### src/rtl/pla_sweep_ctrl_if.sv
// Harness-side bundle for the PLA sweep controller: run control, captured range,
// the vector/response pair of the function under test, and the run results.
interface pla_sweep_ctrl_if #(
    parameter int N_IN     = 21,
    parameter int CNT_W    = 22,
    parameter int SIG_W    = 32,
    parameter int SETTLE_W = 4
);
    logic                start;
    logic                abort;
    logic [N_IN-1:0]     first_vec;
    logic [N_IN-1:0]     last_vec;
    logic [SETTLE_W-1:0] settle;
    logic [N_IN-1:0]     dut_x;
    logic                dut_y;
    logic                busy;
    logic                done;
    logic [CNT_W-1:0]    ones_cnt;
    logic [CNT_W-1:0]    vec_cnt;
    logic [SIG_W-1:0]    signature;

    modport master (
        output start, abort, first_vec, last_vec, settle, dut_y,
        input  dut_x, busy, done, ones_cnt, vec_cnt, signature
    );

    modport slave (
        input  start, abort, first_vec, last_vec, settle, dut_y,
        output dut_x, busy, done, ones_cnt, vec_cnt, signature
    );
endinterface

### src/rtl/pla_sweep_ctrl.sv
// Sweeps a contiguous (optionally wrapping) vector range into a combinational
// function and accumulates ON-set count, vector count and a MISR of its output.
module pla_sweep_ctrl #(
    parameter int              N_IN     = 21,
    parameter int              CNT_W    = 22,
    parameter int              SIG_W    = 32,
    parameter logic [31:0]     POLY     = 32'h04C11DB7,
    parameter int              SETTLE_W = 4
) (
    input  logic             clk,
    input  logic             rst_n,
    pla_sweep_ctrl_if.slave  bus
);
    localparam logic [SIG_W-1:0] POLY_L = SIG_W'(POLY);

    typedef enum logic [2:0] {
        S_IDLE,
        S_APPLY,
        S_WAIT,
        S_SAMPLE,
        S_DONE
    } state_t;

    state_t              state_q,  state_d;
    logic [N_IN-1:0]     dut_x_q,  dut_x_d;
    logic [N_IN-1:0]     last_q,   last_d;
    logic [SETTLE_W-1:0] settle_q, settle_d;
    logic [SETTLE_W-1:0] wait_q,   wait_d;
    logic [CNT_W-1:0]    ones_q,   ones_d;
    logic [CNT_W-1:0]    vec_q,    vec_d;
    logic [SIG_W-1:0]    sig_q,    sig_d;
    logic                busy_q,   busy_d;
    logic                done_q,   done_d;

    logic [SIG_W-1:0]    sig_step;

    assign sig_step = {sig_q[SIG_W-2:0], 1'b0}
                    ^ (sig_q[SIG_W-1] ? POLY_L : '0)
                    ^ {{(SIG_W-1){1'b0}}, bus.dut_y};

    always_comb begin
        state_d  = state_q;
        dut_x_d  = dut_x_q;
        last_d   = last_q;
        settle_d = settle_q;
        wait_d   = wait_q;
        ones_d   = ones_q;
        vec_d    = vec_q;
        sig_d    = sig_q;
        busy_d   = busy_q;
        done_d   = 1'b0;

        // busy_q is high exactly in APPLY/WAIT/SAMPLE, so abort pre-empts any
        // sample of this cycle and leaves the partial results untouched.
        if (busy_q && bus.abort) begin
            state_d = S_IDLE;
            busy_d  = 1'b0;
        end else begin
            case (state_q)
                S_IDLE, S_DONE: begin
                    if (bus.start) begin
                        last_d   = bus.last_vec;
                        settle_d = bus.settle;
                        dut_x_d  = bus.first_vec;
                        ones_d   = '0;
                        vec_d    = '0;
                        sig_d    = '1;
                        busy_d   = 1'b1;
                        state_d  = S_APPLY;
                    end
                end
                S_APPLY: begin
                    if (settle_q == '0) begin
                        state_d = S_SAMPLE;
                    end else begin
                        wait_d  = settle_q;
                        state_d = S_WAIT;
                    end
                end
                S_WAIT: begin
                    wait_d = wait_q - 1'b1;
                    if (wait_q == SETTLE_W'(1)) begin
                        state_d = S_SAMPLE;
                    end
                end
                S_SAMPLE: begin
                    ones_d = ones_q + CNT_W'(bus.dut_y);
                    vec_d  = vec_q + 1'b1;
                    sig_d  = sig_step;
                    if (dut_x_q == last_q) begin
                        busy_d  = 1'b0;
                        done_d  = 1'b1;
                        state_d = S_DONE;
                    end else begin
                        dut_x_d = dut_x_q + 1'b1;
                        state_d = S_APPLY;
                    end
                end
                default: begin
                    state_d = S_IDLE;
                    busy_d  = 1'b0;
                end
            endcase
        end
    end

    always_ff @(posedge clk or negedge rst_n) begin
        if (!rst_n) begin
            state_q  <= S_IDLE;
            dut_x_q  <= '0;
            last_q   <= '0;
            settle_q <= '0;
            wait_q   <= '0;
            ones_q   <= '0;
            vec_q    <= '0;
            sig_q    <= '0;
            busy_q   <= 1'b0;
            done_q   <= 1'b0;
        end else begin
            state_q  <= state_d;
            dut_x_q  <= dut_x_d;
            last_q   <= last_d;
            settle_q <= settle_d;
            wait_q   <= wait_d;
            ones_q   <= ones_d;
            vec_q    <= vec_d;
            sig_q    <= sig_d;
            busy_q   <= busy_d;
            done_q   <= done_d;
        end
    end

    assign bus.dut_x     = dut_x_q;
    assign bus.busy      = busy_q;
    assign bus.done      = done_q;
    assign bus.ones_cnt  = ones_q;
    assign bus.vec_cnt   = vec_q;
    assign bus.signature = sig_q;
endmodule

### src/flat_wrapper.sv
// flat-port wrapper written by rule: the top's interface ports become plain ports
module pla_sweep_ctrl_flat 
#(
    parameter int              N_IN     = 21,
    parameter int              CNT_W    = 22,
    parameter int              SIG_W    = 32,
    parameter logic [31:0]     POLY     = 32'h04C11DB7,
    parameter int              SETTLE_W = 4
)
  (clk, rst_n, bus_start, bus_abort, bus_first_vec, bus_last_vec, bus_settle, bus_dut_y, bus_dut_x, bus_busy, bus_done, bus_ones_cnt, bus_vec_cnt, bus_signature);
  pla_sweep_ctrl_if #(.N_IN(N_IN), .CNT_W(CNT_W), .SIG_W(SIG_W), .SETTLE_W(SETTLE_W)) bus_i ();
  input  logic clk;
  input  logic rst_n;
  input wire logic [$bits(bus_i.start)-1:0] bus_start;
  input wire logic [$bits(bus_i.abort)-1:0] bus_abort;
  input wire logic [$bits(bus_i.first_vec)-1:0] bus_first_vec;
  input wire logic [$bits(bus_i.last_vec)-1:0] bus_last_vec;
  input wire logic [$bits(bus_i.settle)-1:0] bus_settle;
  input wire logic [$bits(bus_i.dut_y)-1:0] bus_dut_y;
  output wire logic [$bits(bus_i.dut_x)-1:0] bus_dut_x;
  output wire logic [$bits(bus_i.busy)-1:0] bus_busy;
  output wire logic [$bits(bus_i.done)-1:0] bus_done;
  output wire logic [$bits(bus_i.ones_cnt)-1:0] bus_ones_cnt;
  output wire logic [$bits(bus_i.vec_cnt)-1:0] bus_vec_cnt;
  output wire logic [$bits(bus_i.signature)-1:0] bus_signature;
  assign bus_i.start = bus_start;
  assign bus_i.abort = bus_abort;
  assign bus_i.first_vec = bus_first_vec;
  assign bus_i.last_vec = bus_last_vec;
  assign bus_i.settle = bus_settle;
  assign bus_i.dut_y = bus_dut_y;
  assign bus_dut_x = bus_i.dut_x;
  assign bus_busy = bus_i.busy;
  assign bus_done = bus_i.done;
  assign bus_ones_cnt = bus_i.ones_cnt;
  assign bus_vec_cnt = bus_i.vec_cnt;
  assign bus_signature = bus_i.signature;
  pla_sweep_ctrl #(.N_IN(N_IN), .CNT_W(CNT_W), .SIG_W(SIG_W), .POLY(POLY), .SETTLE_W(SETTLE_W)) u_core (.clk(clk), .rst_n(rst_n), .bus(bus_i));
endmodule
### config.mk
export PLATFORM = sky130hd
export DESIGN_NAME = pla_sweep_ctrl_flat
export DESIGN_NICKNAME = d
export VERILOG_FILES = /design/src/rtl/pla_sweep_ctrl_if.sv /design/src/rtl/pla_sweep_ctrl.sv /design/src/flat_wrapper.sv
export SDC_FILE = /design/constraint.sdc
export NUM_CORES = 1
export LEC_CHECK = 0
export CAP_MARGIN = 20
export CORE_AREA = 2 2 119 121
export CTS_BUF_LIST = sky130_fd_sc_hd__clkbuf_4 sky130_fd_sc_hd__clkbuf_8
export DETAILED_ROUTE_END_ITERATION = 10
export DIE_AREA = 0 0 121 123
export GPL_TIMING_DRIVEN = 0
export PLACE_DENSITY_LB_ADDON = 0.1
export SETUP_SLACK_MARGIN = 0.2
export SLEW_MARGIN = 5
export SYNTH_ARGS = -nofsm -noshare
export SYNTH_HDL_FRONTEND = slang
export SYNTH_SLANG_ARGS = --single-unit
### constraint.sdc
create_clock -name clk -period 2.3 [get_ports clk]
set_clock_uncertainty 0.2 [all_clocks]
set_input_delay 0.46 -clock clk [delete_from_list [all_inputs] [get_ports clk]]
set_output_delay 0.46 -clock clk [all_outputs]
set_load 0.05 [all_outputs]
==> flow_summary.json <==
{
  "whs_path_depth": 4,
  "synth.net_count": 799,
  "synth_top_cell_by_area": "dfrtp_1",
  "path_class": "flop to flop",
  "grt_pass1_wl_um": 33400,
  "start_util_pct": 49.0,
  "synth_area_mm2": 0.00668,
  "synth_flop_cell": "dfrtp_1",
  "clockBufferDepth": 2,
  "rsz0062_at_grt": "true",
  "num_antenna_cells": 0,
  "drc": 0,
  "synth-seq-cells": 131,
  "fp.coreArea_mm2": 0.0136,
  "arrival_ns": 2.42,
  "min_period_over_period_pct": 99.3,
  "fin_ws_ns": 0.0170,
  "cp_num_buf_inv": 1,
  "firstDrtPassIters": 5,
  "avgSynthCellArea_um2": 9.00,
  "fin_crit_ns": 2.28,
  "hold_path.class": "input pin to flop",
  "crit_path_start_kind": "flop",
  "wirelength_um": 23800,
  "tightest_slew_ns": 0.737,
  "antenna_left": 0,
  "min-delay-start": "bus_start",
  "yosysUniqueCellTypes": 57,
  "grt_pass1_vias": 6467,
  "total_power_mw": 15.1,
  "area_delta_synth_final_pct": 59.0,
  "detailed_place_hpwl_um": 13900,
  "power.leakage_nw": 4.61,
  "slowest_stage": "dfrtp_2",
  "crit_chain": "xnor2_2 > nand3_2 > nor4_4 > nand2_2 > buf_8 > a311oi_1 > nor3_1",
  "power_density_mw_per_mm2": 1420,
  "grt_max_degree": 69,
  "async_flop_share_pct": 100,
  "portBuffers": 149,
  "slew_headroom_pct": 50.9,
  "slew_viol_final": 0,
  "end_kind": "flop",
  "synth_edf_count": 0,
  "setup_violations": 0,
  "r2r_start": "u_core.bus.dut_x[7]",
  "fmax_ghz": 0.438,
  "synth_seq_area_share_pct": 49.1,
  "via_per_inst": 5.84,
  "drt_iter0_drc": 515,
  "cts_root_buffer": "clkbuf_8",
  "ios": 150,
  "nNetsFinal": 1038,
  "rows": 43,
  "cts_buffers": 17,
  "path_delay_family": "simple AND/OR/NAND/NOR gates",
  "vias": 6850,
  "critical_path_required_ns": 2.44,
  "dp_slack_ns": -0.941,
  "status": "finished, final reports clean",
  "path_clk_slew_ns": 0.08,
  "maxCapViolCount": 0,
  "die_width_um": 121,
  "r2r_slack_ns": 0.02,
  "reg2reg_to": "u_core.bus.dut_x[12]",
  "wire_per_inst_um": 20.3,
  "hold_viol_final": 0,
  "ff2ff_path_depth": 7,
  "utilization_pct": 78.0,
  "drive_gt1_share_pct": 39.5,
  "finalNonFillerCells": 1173,
  "place_inst": 1072,
  "ir_drop_mv": 1.04,
  "worstPathMaxFanout": 7,
  "synth_warnings": 0,
  "grt_overflow": 0,
  "worstSkewPairLatency_ns": 0.46,
  "gp_congestion": 0.919,
  "cts.htree.levels": 4,
  "clock-sinks": 131,
  "die-area_mm2": 0.0149,
  "cpPeakStageDelay_ns": 0.49,
  "syn_inst": 742,
  "antenna_found_initial": 0,
  "cts_tree": "built",
  "synth.most_common_cell": "nand2_1",
  "fin_worst_hold_slack_ns": 0.251,
  "synthTopCellsByArea": "dfrtp_1 49%, nand2_1 8.0%, xnor2_1 6.7%",
  "synth_top_area_share_pct": 49.1,
  "min_to": "u_core.state_q[2]",
  "grt_use_total_pct": 29.1,
  "die_h_um": 123,
  "synthTopCellsByCount": "143 x nand2_1, 131 x dfrtp_1, 89 x nor2_1, 51 x xnor2_1, 38 x o21ai_0"
}
## state kept, by name, summed over array words and instances, names as in the netlist
signal and flops:
u_core.bus.signature 32, u_core.bus.ones_cnt 22, u_core.bus.vec_cnt 22, u_core.bus.dut_x 21, u_core.last_q 21, u_core.settle_q 4, u_core.wait_q 4, u_core.state_q 3
u_core.bus.busy 1, u_core.bus.done 1
## metrics by stage
| step | instance area (um2) | setup TNS, ns |
|---|---|---|
| CTS | 9610 | 0 |
| global route | 10600 | -0.651 |
| global placement | 8500 | -699.19 |
| detailed placement | 8530 | -82.59 |
| finish | 10600 | 0 |
| floorplan | 6780 | 0 |
## worst register-to-register path: cells and delay by family, from the launching register on
kind	cells	cell delay [ns]
DFF	1	0.49
AOI/OAI and AO/OA	1	0.28
buffers and inverters	1	0.20
xor gates and xnor gates	1	0.20
and+or+nand+nor	4	0.79
## worst max-delay path by stage
stage	start	endpoint	slack, ns	depth (start not counted)
2_1_floorplan	u_core.bus.dut_x[4]	u_core.bus.dut_x[0]	0.12	8
3_3_place_gp	rst_n	u_core.bus.vec_cnt[4]	-5.16	1
3_5_place_dp	bus_start	u_core.bus.vec_cnt[17]	-0.94	6
4_1_cts	u_core.bus.dut_x[15]	u_core.bus.dut_x[7]	0.06	8
5_1_grt	u_core.bus.dut_x[3]	u_core.bus.dut_x[12]	-0.09	8
6_report	u_core.bus.dut_x[7]	u_core.bus.dut_x[12]	0.02	7
## logic make-up after synthesis
kind of cell | Yosys count | synth area share (%)
buf+inv | 55 | 3.75
flops | 131 | 49.1
xor+xnor | 68 | 8.92
simple gates | 361 | 25.2
fa+ha+maj | 6 | 1.12
compound gates | 121 | 11.9
## where the power goes
part | switching, mW | internal [mW] | total (mW)
clock network | 0.935 | 1.27 | 2.20
logic | 5.31 | 3.50 | 8.81
registers | 0.968 | 3.11 | 4.07
total | 7.21 | 7.87 | 15.1
## cell usage in the layout (no fill, tap or decap), types with 13 or more instances in the layout
| cell type | instances |
|---|---|
| clkdlybuf4s50_1 | 48 |
| dfrtp_2 | 24 |
| xor2_1 | 16 |
| a21oi_1 | 13 |
| xnor2_1 | 37 |
| o21ai_0 | 26 |
| buf_6 | 39 |
| clkdlybuf4s15_1 | 19 |
| nor2_4 | 24 |
| dlygate4sd2_1 | 27 |
| clkbuf_8 | 20 |
| a21oi_2 | 21 |
| clkbuf_2 | 44 |
| nand3_1 | 23 |
| nand2_1 | 102 |
| nand2_2 | 34 |
| dfrtp_1 | 107 |
| buf_4 | 40 |
| nand4_1 | 18 |
| nor2_1 | 64 |
## area by class of cell
cell class,count,area [um2]
multi-input cells,557,4050
inverters,10,37.5
repair buffers,220,2080
fillers,881,3000
clock inverters,10,155
clock buffers,21,283
flip-flops and latches,131,3310
well taps,180,225
plain buffers,44,475
## what timing repair did
action	4_1_cts	5_1_grt
endpoints found under the setup margin	227	163
endpoints found under the hold margin	63	0
cloned	2	7
resized for setup	237	327
setup buffers	39	22
pin swaps	35	97
hold buffers	1	0
## metal layers
| metal | track usage [%] | vias up | part of all wire, % |
|---|---|---|---|
| met1 | 36.5 | 3392 | 39 |
| met4 | 13.3 | 0 | 3.7 |
| met3 | 8.26 | 81 | 7.4 |
| li1 | - | 3035 | - |
| met5 | 0 | - | 0 |
| met2 | 46.9 | 342 | 50 |
No activity file was read; power rests on OpenSTA's default activity.
